<file path="src/rtl/descrambler_pkg.sv">
// rtl/descrambler_pkg.sv - shared PHY RX constants and types for the lane descrambler
package descrambler_pkg;

    // 8b/10b scrambler: G(x)=x^16+x^5+x^4+x^3+1, Galois feedback taps below x^16
    localparam logic [15:0] LFSR16_POLY = 16'h0039;
    localparam logic [15:0] LFSR16_INIT = 16'hFFFF;

    // 128b/130b scrambler: G(x)=x^23+x^21+x^16+x^8+x^5+x^2+1, taps below x^23
    localparam logic [22:0] LFSR23_POLY = 23'h210125;

    localparam logic [7:0] COM_CODE    = 8'hBC;
    localparam logic [7:0] SKP_CODE    = 8'h1C;
    localparam logic [7:0] SKP_OS_CODE = 8'hAA;
    localparam logic [7:0] EIEOS_CODE  = 8'h00;

    localparam logic [1:0] SYNC_8B10B = 2'b00;
    localparam logic [1:0] SYNC_OS    = 2'b01;

    typedef enum logic [1:0] {
        BLK_DATA,
        BLK_SKP_OS,
        BLK_EIEOS,
        BLK_OTHER_OS
    } blockKind_t;

    // Per-byte result handed from one byte lane of the chain to the next
    typedef struct packed {
        logic [22:0] state;
        logic [3:0]  count;
        blockKind_t  kind;
        logic [7:0]  data;
    } byteResult_t;

endpackage

</file>
<file path="src/rtl/descrambler_lfsr_byte_step.sv">
// rtl/descrambler_lfsr_byte_step.sv - eight-step LFSR advance for either scrambler polynomial
//
// Ports:
//   mode128  : 1 = 23-bit 128b/130b polynomial, 0 = 16-bit 8b/10b polynomial (state[15:0])
//   stateIn  : LFSR state before the byte
//   stateOut : LFSR state after eight steps
//   mask     : eight LFSR output bits, bit 0 produced first
module descrambler_lfsr_byte_step
    import descrambler_pkg::*;
(
    input  logic        mode128,
    input  logic [22:0] stateIn,
    output logic [22:0] stateOut,
    output logic [7:0]  mask
);

    always_comb begin
        stateOut = stateIn;
        mask     = 8'h00;
        for (int i = 0; i < 8; i++) begin
            if (mode128) begin
                mask[i]  = stateOut[22];
                stateOut = {stateOut[21:0], 1'b0} ^ (mask[i] ? LFSR23_POLY : 23'h0);
            end else begin
                mask[i]  = stateOut[15];
                stateOut = {7'h0, {stateOut[14:0], 1'b0} ^ (mask[i] ? LFSR16_POLY : 16'h0)};
            end
        end
    end

endmodule

</file>
<file path="src/rtl/descrambler.sv">
// rtl/descrambler.sv - one-lane PCIe RX descrambler, 8b/10b and 128b/130b, 1-4 bytes per clock
//
// Ports:
//   clk, reset (sync, active low)       : clock and reset
//   turnOff                             : bypass, data passes unchanged, LFSR still tracks
//   PIPEDataValid/PIPEWIDTH/PIPEData/K  : received word, width 8/16/32 bits
//   PIPESyncHeader                      : 00 = 8b/10b, 01 = ordered-set block, 10 = data block
//   seedValue                           : 128b/130b LFSR seed, bits [22:0]
//   descrambler*                        : registered outputs, one clock after the input
module descrambler
    import descrambler_pkg::*;
(
    input  logic        clk,
    input  logic        reset,
    input  logic        turnOff,
    input  logic        PIPEDataValid,
    input  logic [5:0]  PIPEWIDTH,
    input  logic [1:0]  PIPESyncHeader,
    input  logic [23:0] seedValue,
    input  logic [31:0] PIPEData,
    input  logic [3:0]  PIPEDataK,
    output logic        descramblerDataValid,
    output logic [31:0] descramblerData,
    output logic [3:0]  descramblerDataK,
    output logic [1:0]  descramblerSyncHeader
);

    logic [15:0] lfsr16;
    logic [22:0] lfsr23;
    logic [3:0]  byteCount;
    blockKind_t  blockKind;
    logic        lastMode8b10b;

    logic        mode8b10b;
    logic        modeChange;
    logic        wide2;
    logic        wide4;
    logic [22:0] seed;
    logic [22:0] startState;
    logic [3:0]  startCount;
    blockKind_t  startKind;
    logic        unusedSeedMsb;

    logic [22:0] step0State, step1State, step2State, step3State;
    logic [7:0]  step0Mask, step1Mask, step2Mask, step3Mask;
    byteResult_t r0, r1, r2, r3;

    assign seed          = seedValue[22:0];
    assign unusedSeedMsb = seedValue[23];
    assign mode8b10b     = (PIPESyncHeader == SYNC_8B10B);
    assign modeChange    = (mode8b10b != lastMode8b10b);
    // Widths other than 8 and 16 fall through to the full 4-byte word
    assign wide2         = (PIPEWIDTH != 6'd8);
    assign wide4         = wide2 && (PIPEWIDTH != 6'd16);

    // Switching between 8b/10b and 128b/130b restarts the scrambler before this word
    assign startState = mode8b10b ? (modeChange ? {7'h0, LFSR16_INIT} : {7'h0, lfsr16})
                                  : (modeChange ? seed : lfsr23);
    assign startCount = modeChange ? 4'd0 : byteCount;
    assign startKind  = modeChange ? BLK_DATA : blockKind;

    // Block type is decided by the first byte of a 128b/130b block
    function automatic blockKind_t classifyBlock(input logic [1:0] hdr, input logic [7:0] firstByte);
        if (hdr != SYNC_OS)                return BLK_DATA;
        else if (firstByte == SKP_OS_CODE) return BLK_SKP_OS;
        else if (firstByte == EIEOS_CODE)  return BLK_EIEOS;
        else                               return BLK_OTHER_OS;
    endfunction

    function automatic byteResult_t processByte(
        input logic        active,
        input logic        is8b10b,
        input logic        bypass,
        input logic [1:0]  hdr,
        input logic [22:0] seedIn,
        input logic [22:0] st,
        input logic [22:0] stepped,
        input logic [7:0]  mask,
        input logic [7:0]  b,
        input logic        k,
        input logic [3:0]  cnt,
        input blockKind_t  kind
    );
        byteResult_t r;
        blockKind_t  kindNow;
        logic [7:0]  plain;
        r.state = st;
        r.count = cnt;
        r.kind  = kind;
        r.data  = 8'h00;
        plain   = b;
        if (active) begin
            if (is8b10b) begin
                if (k && b == COM_CODE) begin
                    r.state = {7'h0, LFSR16_INIT};
                end else if (k && b == SKP_CODE) begin
                    r.state = st;
                end else begin
                    r.state = stepped;
                    if (!k) plain = b ^ mask;
                end
            end else begin
                kindNow = (cnt == 4'd0) ? classifyBlock(hdr, b) : kind;
                r.kind  = kindNow;
                case (kindNow)
                    BLK_DATA: begin
                        r.state = stepped;
                        plain   = b ^ mask;
                    end
                    BLK_SKP_OS: r.state = st;
                    // EIEOS advances normally, then the last byte reloads the seed
                    BLK_EIEOS:  r.state = (cnt == 4'd15) ? seedIn : stepped;
                    default:    r.state = stepped;
                endcase
                r.count = cnt + 4'd1;
            end
            r.data = bypass ? b : plain;
        end
        return r;
    endfunction

    descrambler_lfsr_byte_step u_step0 (.mode128(!mode8b10b), .stateIn(startState), .stateOut(step0State), .mask(step0Mask));
    descrambler_lfsr_byte_step u_step1 (.mode128(!mode8b10b), .stateIn(r0.state),   .stateOut(step1State), .mask(step1Mask));
    descrambler_lfsr_byte_step u_step2 (.mode128(!mode8b10b), .stateIn(r1.state),   .stateOut(step2State), .mask(step2Mask));
    descrambler_lfsr_byte_step u_step3 (.mode128(!mode8b10b), .stateIn(r2.state),   .stateOut(step3State), .mask(step3Mask));

    assign r0 = processByte(1'b1,  mode8b10b, turnOff, PIPESyncHeader, seed, startState, step0State, step0Mask,
                            PIPEData[7:0],   PIPEDataK[0], startCount, startKind);
    assign r1 = processByte(wide2, mode8b10b, turnOff, PIPESyncHeader, seed, r0.state, step1State, step1Mask,
                            PIPEData[15:8],  PIPEDataK[1], r0.count, r0.kind);
    assign r2 = processByte(wide4, mode8b10b, turnOff, PIPESyncHeader, seed, r1.state, step2State, step2Mask,
                            PIPEData[23:16], PIPEDataK[2], r1.count, r1.kind);
    assign r3 = processByte(wide4, mode8b10b, turnOff, PIPESyncHeader, seed, r2.state, step3State, step3Mask,
                            PIPEData[31:24], PIPEDataK[3], r2.count, r2.kind);

    always_ff @(posedge clk) begin
        if (!reset) begin
            descramblerDataValid  <= 1'b0;
            descramblerData       <= 32'h0;
            descramblerDataK      <= 4'h0;
            descramblerSyncHeader <= 2'b00;
            lfsr16                <= LFSR16_INIT;
            lfsr23                <= seed;
            byteCount             <= 4'd0;
            blockKind             <= BLK_DATA;
            lastMode8b10b         <= 1'b1;
        end else begin
            descramblerDataValid  <= PIPEDataValid;
            descramblerDataK      <= PIPEDataK;
            descramblerSyncHeader <= PIPESyncHeader;
            if (PIPEDataValid) begin
                descramblerData <= {r3.data, r2.data, r1.data, r0.data};
                lfsr16          <= mode8b10b ? r3.state[15:0] : (modeChange ? LFSR16_INIT : lfsr16);
                lfsr23          <= mode8b10b ? (modeChange ? seed : lfsr23) : r3.state;
                byteCount       <= r3.count;
                blockKind       <= r3.kind;
                lastMode8b10b   <= mode8b10b;
            end else begin
                descramblerData <= 32'h0;
            end
        end
    end

endmodule

</file>
<file path="config.mk">
export PLATFORM = sky130hd
export DESIGN_NAME = descrambler
export DESIGN_NICKNAME = d
export VERILOG_FILES = /design/src/rtl/descrambler_pkg.sv /design/src/rtl/descrambler_lfsr_byte_step.sv /design/src/rtl/descrambler.sv
export SDC_FILE = /design/constraint.sdc
export NUM_CORES = 1
export LEC_CHECK = 0
export CORE_UTILIZATION = 30
export DETAILED_ROUTE_END_ITERATION = 10
export GPL_TIMING_DRIVEN = 0
export PLACE_DENSITY = 0.45
export SYNTH_ARGS = -nofsm -noshare
export SYNTH_HDL_FRONTEND = slang
export SYNTH_SLANG_ARGS = --single-unit
export TNS_END_PERCENT = 30
</file>
<file path="constraint.sdc">
create_clock -name clk -period 16.65 [get_ports clk]
set_clock_uncertainty 0.15 [all_clocks]
set_input_delay 2.4975 -clock clk [delete_from_list [all_inputs] [get_ports clk]]
set_output_delay 2.4975 -clock clk [all_outputs]
set_load 0.005 [all_outputs]
</file>
# [Yosys cells after proc, flatten, opt, wreduce, memory -nomap -nowiden]
# Cells that the tools add are included.
[classes] n_eq_ne=29 n_mux=212 reduce_logical=27 n_addsub=4 bitwise=68
[op_table] cell="2-to-1 mux 23 bit" n=53
[op_table] cell="XOR 23 bit" n=32
[op_table] cell="2-to-1 mux 22 bit" n=32
[op_table] cell="XOR 16 bit" n=32
[op_table] cell="2-to-1 mux 6 bit" n=36
[op_table] cell="2-to-1 mux 8 bit" n=24
[op_table] cell="one-hot mux 23 bit (2 select lines)" n=4
[op_table] cell="2-to-1 mux 37 bit" n=3
[op_table] cell="== test 8 bit (second input constant)" n=8
[op_table] cell="2-to-1 mux 16 bit" n=3
[op_table] cell="2-to-1 mux 2 bit" n=20
[op_table] cell="2-to-1 mux 1 bit" n=36
[op_table] cell="== test 8 x 5 -> 1 bit (second input constant)" n=4
[op_table] cell="zero test 8 bit" n=4
[op_table] cell="XOR 8 bit" n=4
[op_table] cell="adder 4 x 1 -> 4 bit (second input constant)" n=4
[op_table] cell="== test 4 bit (second input constant)" n=4
[op_table] cell="zero test 4 bit" n=4
[op_table] cell="zero test 2 bit" n=5
[op_table] cell="logical AND 1 bit" n=9
[op_table] cell="== test 2 x 1 -> 1 bit (second input constant)" n=4
[op_table] cell="== test 2 bit (second input constant)" n=4
[op_table] cell="!= test 6 x 4 -> 1 bit (second input constant)" n=1
[op_table] cell="!= test 6 x 5 -> 1 bit (second input constant)" n=1
[op_table] cell="other kinds (6)" n=9
[word_totals] output_inout_bits=39 elab_cells=351 in_bits=72 regBits=85

# [Logic depth before layout (Yosys ltp)]
# Gate-level depths: netlist of run 1.
[logic_depth] ltp_word=121 depth_mapped=52 ltp_nobuf=34

# [Modules after synthesis]
# A second synthesis of run 1 with hierarchy kept.
[unflattened] cells_unflattened=1916 hier_area_um2=13803.2
[modules_own_cells] mod="descrambler" seq_area_each_um2=1931.9 n_inst=1 area_per_inst_um2=10650.2 cells_each=1500
[modules_own_cells] mod="descrambler_lfsr_byte_step" seq_area_each_um2=0.0 n_inst=4 area_per_inst_um2=788.3 cells_each=104

# [Worst setup path before layout of run 1]
# No wires, ideal clock.
[synth_path] path_type="in2reg" startpoint="in PIPESyncHeader[1]" endpoint="reg lfsr23[21], data pin" cell_stages=48 setup_slack_ps=2686 n_path_buf=21 arrival_ps=13557 setup_time_ps=257 required_time_ps=16243 cell_sequence="nor2_1 > inv_2 > clkbuf_1 > clkbuf_1 > buf_1 > buf_1 > clkbuf_1 > clkbuf_1 > buf_1 > clkbuf_1 > clkbuf_1 > clkbuf_1 > clkbuf_1 > buf_1 > ha_1 > buf_2 > buf_4 > buf_4 > [12 not listed] > a211oi_1 > nor2_1 > mux2_2 > o41a_1 > a211oi_1 > nor3_1 > or3b_1 > and2_1 > clkbuf_1 > xnor2_1 > a21o_1 > xnor2_1 > or3_1 > and2_1 > buf_2 > xnor2_1 > o21ai_1 > a32o_1"
[synth_via] elab_chain_len=102 word_cells_on_any_way=207 cone_classes="add/sub: 3; eq/ne: 14; mux: 127; bitwise: 58; reduce/logical: 5"
[synth_rtl] item="start, declared" line="descrambler.sv:18" text="input logic [1:0] PIPESyncHeader,"
[synth_rtl] item="zero test 2 bit" line="descrambler.sv:50" text="assign mode8b10b = (PIPESyncHeader == SYNC_8B10B);"
[synth_rtl] item="!= test 1 bit" line="descrambler.sv:51" text="assign modeChange = (mode8b10b != lastMode8b10b);"
[synth_rtl] item="2-to-1 mux 23 bit"
[synth_rtl] item="2-to-1 mux 23 bit" line="descrambler.sv:57" text="assign startState = mode8b10b ? (modeChange ? {7'h0, LFSR16_INIT} : {7'h0, lfsr16})"
[synth_rtl] item="XOR 23 bit" line="descrambler_lfsr_byte_step.sv:23" text="stateOut = {stateOut[21:0], 1'b0} ^ (mask[i] ? LFSR23_POLY : 23'h0);"
[synth_rtl] item="2-to-1 mux 23 bit" line="descrambler_lfsr_byte_step.sv:21" text="if (mode128) begin"
[synth_rtl] item="2-to-1 mux 22 bit" line="descrambler_lfsr_byte_step.sv:23"
[synth_rtl] item="XOR 23 bit" line="descrambler_lfsr_byte_step.sv:23"
[synth_rtl] item="[86 not listed]"
[synth_rtl] item="2-to-1 mux 23 bit" line="descrambler_lfsr_byte_step.sv:21"
[synth_rtl] item="2-to-1 mux 23 bit (on tied branches)" line="descrambler.sv:112, descrambler.sv:96"
[synth_rtl] item="one-hot mux 23 bit (2 select lines) or 2-to-1 mux 23 bit (tied branches)" line="descrambler.sv:105, descrambler.sv:94"
[synth_rtl] item="2-to-1 mux 23 bit" line="descrambler.sv:93" text="if (is8b10b) begin"
[synth_rtl] item="2-to-1 mux 37 bit" line="descrambler.sv:92" text="if (active) begin"
[synth_rtl] item="2-to-1 mux 23 bit *" line="descrambler.sv:154" text="lfsr23 <= mode8b10b ? (modeChange ? seed : lfsr23) : r3.state;"
[synth_rtl] item="2-to-1 mux 23 bit *" line="descrambler.sv:151" text="if (PIPEDataValid) begin"
[synth_rtl] item="2-to-1 mux 23 bit *" line="descrambler.sv:137" text="if (!reset) begin"
[synth_rtl] item="end signal, assigned" line="descrambler.sv:154"
[synth_rtl] item="end, declared" line="descrambler.sv:29" text="logic [22:0] lfsr23;"
# Mark *: on every way between the ends. The rest lies on a longest branch, timed or not. The select of a mux whose other input is x is not followed.
# A chain may end at the register's enable or synchronous reset.

# [Worst setup path after layout of run 1]
[layout_path] startpoint="in PIPESyncHeader[1]" endpoint="reg lfsr23[7], data pin"
[layout_via] elab_chain_len=101 word_cells_on_any_way=222 cone_classes="add/sub: 3; eq/ne: 14; mux: 136; bitwise: 64; reduce/logical: 5"
[layout_rtl] item="zero test 2 bit" line="descrambler.sv:50"
[layout_rtl] item="!= test 1 bit" line="descrambler.sv:51"
[layout_rtl] item="2-to-1 mux 23 bit"
[layout_rtl] item="2-to-1 mux 23 bit" line="descrambler.sv:57"
[layout_rtl] item="XOR 23 bit" line="descrambler_lfsr_byte_step.sv:23"
[layout_rtl] item="2-to-1 mux 23 bit" line="descrambler_lfsr_byte_step.sv:21"
[layout_rtl] item="2-to-1 mux 22 bit" line="descrambler_lfsr_byte_step.sv:23"
[layout_rtl] item="XOR 23 bit" line="descrambler_lfsr_byte_step.sv:23"
[layout_rtl] item="[85 not listed]"
[layout_rtl] item="2-to-1 mux 23 bit" line="descrambler_lfsr_byte_step.sv:21"
[layout_rtl] item="2-to-1 mux 23 bit (on tied branches)" line="descrambler.sv:112, descrambler.sv:96"
[layout_rtl] item="one-hot mux 23 bit (2 select lines) or 2-to-1 mux 23 bit (tied branches)" line="descrambler.sv:105, descrambler.sv:94"
[layout_rtl] item="2-to-1 mux 23 bit" line="descrambler.sv:93"
[layout_rtl] item="2-to-1 mux 37 bit" line="descrambler.sv:92"
[layout_rtl] item="2-to-1 mux 23 bit *" line="descrambler.sv:154"
[layout_rtl] item="2-to-1 mux 23 bit *" line="descrambler.sv:151"
[layout_rtl] item="2-to-1 mux 23 bit *" line="descrambler.sv:137"
# Marks and branches as above.

==> metrics, run 1 <==
outcome finished, final reports clean; worst r2r src lastMode8b10b; syn nets 1,953; Yosys top cell area share 9.40%; startpoint types primary input; Max clock buf depth 2; Tcrit/Tclk final 99.3%; Worst EP required 16.60 ns; Area growth syn-to-layout 18.3%; endpoints failing hold 0; fillers 4,744; mux cell area share after synthesis 3.87%; Worst Min Path Start lfsr16[4]; Post-Synth XOR/XNOR Area 16.9%; # setup viols final 0; count leader, synth nand2_1; vias in the first global route 15,400; synthesized cell area 13,200 um2; final routed DRC violation total 0; CTS Buf Count 9; Worst path top cell family by delay buffers and inverters; post-DR wirelength/cell 35.0 um; fmax 0.0605 GHz; Placement Setup Slack -7.13 ns; post-layout net count 2,067; clk_lat worst skew 0.39 ns; final worst slack 0.113 ns; Die Span X 212 um; Gate Count Post-Synth 1,862; Worst-path clk slew 0.07 ns; post-synthesis compound-gate area fraction 34.6%; Reg2Reg Depth 33; Post-synth EDFFs 23; yosys warns 0; initial core utilization 30.5%; GR Overflow Total 0; clock sinks 85; TritonCTS clock tree yes; antenna viol nets, final 0; GPL Wtd Cong 0.988; Via density 6.47; synth top area cells dfxtp_1 (9.4%), xnor2_1 (7.3%), nand2_1 (6.3%); max cap viols 0; Hold Slack 0.382 ns; Final Cell Area 15,600 um2; Vias 16,600; Worst Hold Endpoint lfsr16[4]; CP max stage delay 0.60 ns; most frequent cell on the critical path clkbuf_4; Yosys reg bits 85; largest net degree at the start of global routing 25; adder-cell share of the synthesized area 1.80%; Worst-Margin Slew 1.47 ns; clk root buf clkbuf_16; Rows 76; asr flop ratio synth 0%; max-slew violations 0; H-tree depth 3; Setup crit start PIPESyncHeader[1]; Reg-to-Reg End lfsr23[7]; Post-CTS Hold Fix Bufs 0; critical path fanouts, max 10; Final HPWL DP 69,900 um; critical path type in -> reg; global-route usage over all layers 39.7%; internal reg-to-reg setup slack 6.20 ns; initial antenna violation count 3; Post-Syn Area per Cell 7.09 um2; hold depth 2; cell taking the most area after synthesis dfxtp_1; Ports 111; Critical Path AT 16.48 ns; Worst Path Buf+Inv 23; Crit. End Element flop; first-pass GRT wire length 123,000 um; library cells used by synthesis 102; Hold Crit Class reg -> reg; drt total wl 90,000 um; Simple-Gate Fraction of Synth Area 23.1%; fin crit period 16.54 ns; CORE AREA 43,300 um2; Die ar. 44,900 um2; Seq/Total Area, Yosys 14.6%; main combinational cell family by area after synthesis compound AO/OA/AOI/OAI gates; die height 212 um; commonest cells in the netlist nand2_1 (223), nor2_1 (164), a21oi_1 (154); share of cells above drive strength 1 7.82%; PortBufs 96; 1st-iter DRT viols 2,161; Rel. slew slack 2.11%; CP max-delay cell o21ai_0; ys flop type dfxtp_1; Cell Area, Placed 14,900 um2; First-pass DRT Iterations 6
[layer usage]
| metal | vias to the layer above | track usage, % | share of wire (%) |
|---|---|---|---|
| li1 | 7122 | - | - |
| met1 | 8242 | 50.6 | 41 |
| met3 | 255 | 6.62 | 8.3 |
| met4 | 4 | 28.2 | 7.9 |
| met5 | - | 0 | 0.032 |
| met2 | 1000 | 60.6 | 43 |
[kinds of logic after synthesis]
group	count (synthesis)
xor gates and xnor gates	212
DFF	85
and+or+nand+nor	647
adders and majority gates	19
buffers and inverters	172
muxes	48
AOI/OAI and AO/OA	679
[metrics by stage]
step	cells	setup TNS (ns)	utilization, %
floorplan	1862	0	-
global placement	2543	-366.05	34.4
detailed placement	2545	-332.93	34.5
CTS	2564	0	35.9
global route	2566	-0.0222	36.1
finish	2568	0	36.1
[cell usage in the layout, fill, tap and decap left out, drive strengths merged, types with 19 or more instances in the layout]
master         Yosys  routed
nand2b            19      19
nand3             48      48
clkdlybuf4s50      0      96
buf               31      41
xnor2            117     117
nor2             164     164
a21oi            157     157
o21ai            160     160
nor3              35      35
mux2i             36      36
and2              36      36
and3              20      20
a221oi            19      19
a211oi            28      28
dfxtp             62      62
a22oi             20      20
a31oi             37      37
edfxtp            23      23
or3               21      21
clkbuf           103     109
o211ai            24      24
o22ai             30      30
xor2              75      75
inv               38      43
ha                19      19
nand2            223     223
a22o              28      28
[flip-flops by register name, indices dropped and copies added, names as in the netlist]
| name | cells |
|---|---|
| descramblerData | 32 |
| lfsr23 | 23 |
| lfsr16 | 16 |
| byteCount | 4 |
| descramblerDataK | 4 |
| blockKind | 2 |
| descramblerSyncHeader | 2 |
| descramblerDataValid | 1 |
| lastMode8b10b | 1 |
[final cells by class]
class / instances / area, um2 / area share (%)
clock inverters: 7 / 88.8 / 0.569
repair buffers: 107 / 1050 / 6.73
multi-input cells: 1605 / 10900 / 69.6
flip-flops and latches: 85 / 1930 / 12.4
diodes: 2 / 5.00 / 0.0320
inverters: 38 / 143 / 0.913
clock buffers: 9 / 225 / 1.44
well taps: 585 / 732 / 4.68
plain buffers: 130 / 569 / 3.64
[worst register-to-register path: cells and delay by family, from the launching register on]
family	cells	cell delay, ns
XOR/XNOR	3	0.92
adder cells (fa/ha/maj)	2	0.68
AO/OA/AOI/OAI	14	4.28
flip-flops	1	0.43
AND/OR/NAND/NOR	3	0.91
buffers and inverters	10	2.49
multiplexers	1	0.29
[how the worst max path moves through the flow]
| stage | endpoint | cells after the start |
|---|---|---|
| after global placement | lfsr23[7] | 50 |
| after floorplan | lfsr23[21] | 48 |
| after detailed placement | lfsr23[7] | 48 |
| final | lfsr23[7] | 47 |
| after CTS | lfsr23[7] | 52 |
| after global routing | lfsr23[7] | 48 |
[what timing repair did]
item / CTS / global route
buffers inserted: 5 / 4
endpoints found under the setup margin: 65 / 25
resized for setup: 64 / 22
hold endpoints to repair: 0 / 0
pin swaps: 4 / 2
Power of run 1 is left out: the tool's default activity adds up to more than one toggle a clock period on the data nets, which glitch-free logic cannot reach.
==> run 2: changes to the inputs <==
--- a/config.mk
+++ b/config.mk
@@ -11,5 +11,6 @@
 export PLACE_DENSITY = 0.45
 export SYNTH_ARGS = -nofsm -noshare
 export SYNTH_HDL_FRONTEND = slang
+export SYNTH_HIERARCHICAL = 1
 export SYNTH_SLANG_ARGS = --single-unit
 export TNS_END_PERCENT = 30
==> run 2 against run 1 <==
First-iteration DRC count decreased by 11%. Design area increased by 2.1%. Global-route usage shrank 9.9 points. Synthesized area is 4.5% higher. Sequential cell count stayed put. Largest cell class unchanged.
==> metrics, run 2 <==
outcome finished, final reports clean (unchanged); worst r2r src lastMode8b10b (unchanged); First-pass DRT Iterations 6 (unchanged); Rows 78 (was 76); Rel. slew slack 11.1% (was 2.11%); clock sinks 85 (unchanged); first-pass GRT wire length 103,000 um (was 123,000 um); count leader, synth nand2_1 (unchanged); Crit. End Element flop (unchanged); Worst-Margin Slew 1.32 ns (was 1.47 ns); Area growth syn-to-layout 15.5% (was 18.3%); Worst-path clk slew 0.07 ns (about the same); yosys warns 6 (was 0); biggest regs descramblerData: 32 flops, lfsr23: 23 flops, lfsr16: 16 flops (unchanged); Die Span X 217 um (was 212 um); Hold Crit Class reg -> reg (unchanged); Critical Path Sink lfsr23[5] (was lfsr23[7]); GPL Wtd Cong 0.977 (was 0.988); Reg-to-Reg End lfsr23[5] (was lfsr23[7]); global-route usage over all layers 29.8% (was 39.7%); 1st-iter DRT viols 1,918 (was 2,161); max-slew violations 0 (unchanged); PortBufs 100 (was 96); Post-CTS Hold Fix Bufs 0 (unchanged); CP max-delay cell clkdlybuf4s50_1 (was o21ai_0); most frequent cells in the layout nand2_1 (195), nor2_1 (171), a21oi_1 (151), xnor2_1 (119), o21ai_0 (107) (was nand2_1 (223), nor2_1 (160), a21oi_1 (147), o21ai_0 (144), xnor2_1 (108)); critical path type in -> reg (unchanged); clk root buf clkbuf_16 (unchanged); vias in the first global route 15,200 (was 15,400); synthesized cell area 13,800 um2 (was 13,200 um2); # setup viols final 0 (unchanged); max cap viols 0 (unchanged); most common cell after layout, fill and taps aside nand2_1 (unchanged); Top reg by flops descramblerData (unchanged); Via density 6.11 (was 6.47); endpoints failing hold 0 (unchanged); Yosys top cell area share 8.99% (was 9.40%); post-DR wirelength/cell 27.2 um (was 35.0 um); ys flop type dfxtp_1 (unchanged); Post-synth EDFFs 23 (unchanged); Worst Min Path Start lfsr16[5] (was lfsr16[4]); Tcrit/Tclk final 95.8% (was 99.3%); Reg2Reg Depth 36 (was 33); initial core utilization 30.4% (was 30.5%); library cells used by synthesis 96 (was 102); post-layout net count 2,121 (was 2,067); syn nets 2,006 (was 1,953); commonest cells in the netlist nand2_1 (195), nor2_1 (171), a21oi_1 (151) (was nand2_1 (223), nor2_1 (164), a21oi_1 (154)); Vias 16,100 (was 16,600); RSZ-0062 raised after global routing false; die height 217 um (was 212 um); synth top area cells dfxtp_1 (9.0%), xnor2_1 (7.7%), a21oi_1 (5.5%) (was dfxtp_1 (9.4%), xnor2_1 (7.3%), nand2_1 (6.3%)); n_diodes 0 (was 2); Post-Syn Area per Cell 7.20 um2 (was 7.09 um2); Die ar. 46,900 um2 (was 44,900 um2); fmax 0.0627 GHz (was 0.0605 GHz); Worst EP required 16.71 ns (was 16.60 ns); CTS Buf Count 9 (unchanged); Yosys reg bits 85 (unchanged); initial antenna violation count 1 (was 3); CORE AREA 45,400 um2 (was 43,300 um2); cell taking the most area after synthesis dfxtp_1 (unchanged); final routed DRC violation total 0 (unchanged); largest net degree at the start of global routing 25 (unchanged); antenna viol nets, final 0 (unchanged); Max clock buf depth 2 (unchanged); Final HPWL DP 59,300 um (was 69,900 um); met3 Resource Use GR 4.06% (was 6.62%); CP max stage delay 0.67 ns (was 0.60 ns); Gate Count Post-Synth 1,916 (was 1,862); fin crit period 15.96 ns (was 16.54 ns); Seq/Total Area, Yosys 14.0% (was 14.6%); max reg flops 32 (unchanged); clk_lat worst skew 0.38 ns (was 0.39 ns); drt total wl 71,600 um (was 90,000 um); GR Overflow Total 0 (unchanged); share of cells above drive strength 1 8.55% (was 7.82%); asr flop ratio synth 0% (unchanged); internal reg-to-reg setup slack 5.58 ns (was 6.20 ns); Critical Path AT 16.02 ns (was 16.48 ns); busiest layer in global routing met2 (unchanged); critical path fanouts, max 14 (was 10); Core Util, Final 35.1% (was 36.1%); H-tree depth 3 (unchanged); grt met2 use 46.6% (was 60.6%); TritonCTS clock tree yes (unchanged); startpoint types primary input (unchanged); Ports 111 (unchanged); Setup crit start PIPESyncHeader[1] (unchanged); met1 Usage GRT 41.3% (was 50.6%)
## run 2: cell types whose count changed in the layout (fill, tap and decap cells not counted), sizes merged, moves of 12 or more
cell	previous run	this run
nor2b	18	36
a22o	28	8
o22ai	30	52
nand2	223	195
xor2	75	89
buf	41	65
a311oi	4	23
a22oi	20	7
o221a	1	15
and2	36	48
## run 2: per-layer routing
layer | vias up | wire length, um
met4 | 2 | 2570
met1 | 7881 | 32200
li1 | 7288 | -
met3 | 135 | 4980
met5 | - | 13
met2 | 788 | 31800
## run 2: how the worst min path moves through the flow
stage / endpoint / cells past startpoint
after floorplan: blockKind[1] / 2
after global placement: lfsr16[5] / 1
after detailed placement: lfsr16[5] / 1
after CTS: lfsr16[5] / 1
after global routing: lfsr16[12] / 1
final: lfsr16[5] / 1
## run 2: per-stage QoR
stage / cells / cell area (um2) / hold WS (ns) / setup TNS [ns] / setup WS (ns)
floorplan: 1916 / 13800 / 0.267 / 0 / 4.92
global placement: 2616 / 15600 / 0.308 / -18.94 / -0.917
detailed placement: 2616 / 15600 / 0.310 / -16.35 / -0.900
CTS: 2632 / 15900 / 0.326 / 0 / 0.109
global route: 2636 / 15900 / 0.346 / 0 / 0.0265
finish: 2636 / 15900 / 0.325 / 0 / 0.692
## run 2: timing repair
| item | CTS | global route |
|---|---|---|
| pin swaps | 0 | 2 |
| setup buffers | 0 | 4 |
| resized for setup | 2 | 14 |
| setup endpoints to repair | 23 | 39 |
## run 2: cell families (layout without fill, tap and decap cells)
family	after synthesis	count (layout)	share of synthesized area, %
XOR/XNOR	226	226	16.6
adder cells (fa/ha/maj)	18	18	1.63
buffers and inverters	218	338	6.90
AO/OA/AOI/OAI	666	666	33.7
multiplexers	61	61	4.72
AND/OR/NAND/NOR	642	642	22.5
flip-flops	85	85	14.0
## run 2: cell type report
| class | instances | area, um2 |
|---|---|---|
| multi-input cells | 1613 | 11000 |
| clock inverters | 7 | 72.6 |
| clock buffers | 9 | 225 |
| flip-flops and latches | 85 | 1930 |
| plain buffers | 171 | 788 |
| well taps | 600 | 751 |
| inverters | 47 | 176 |
| fillers | 4913 | 29400 |
| repair buffers | 104 | 1030 |
## run 2: critical path, delay by kind of cell
family	cells	cell delay, ns
AOI/OAI and AO/OA	10	3.18
xor gates and xnor gates	6	2.03
adders and majority gates	3	0.88
buffers and inverters	15	5.96
and+or+nand+nor	9	1.43
Power of run 2 is left out for the same reason.
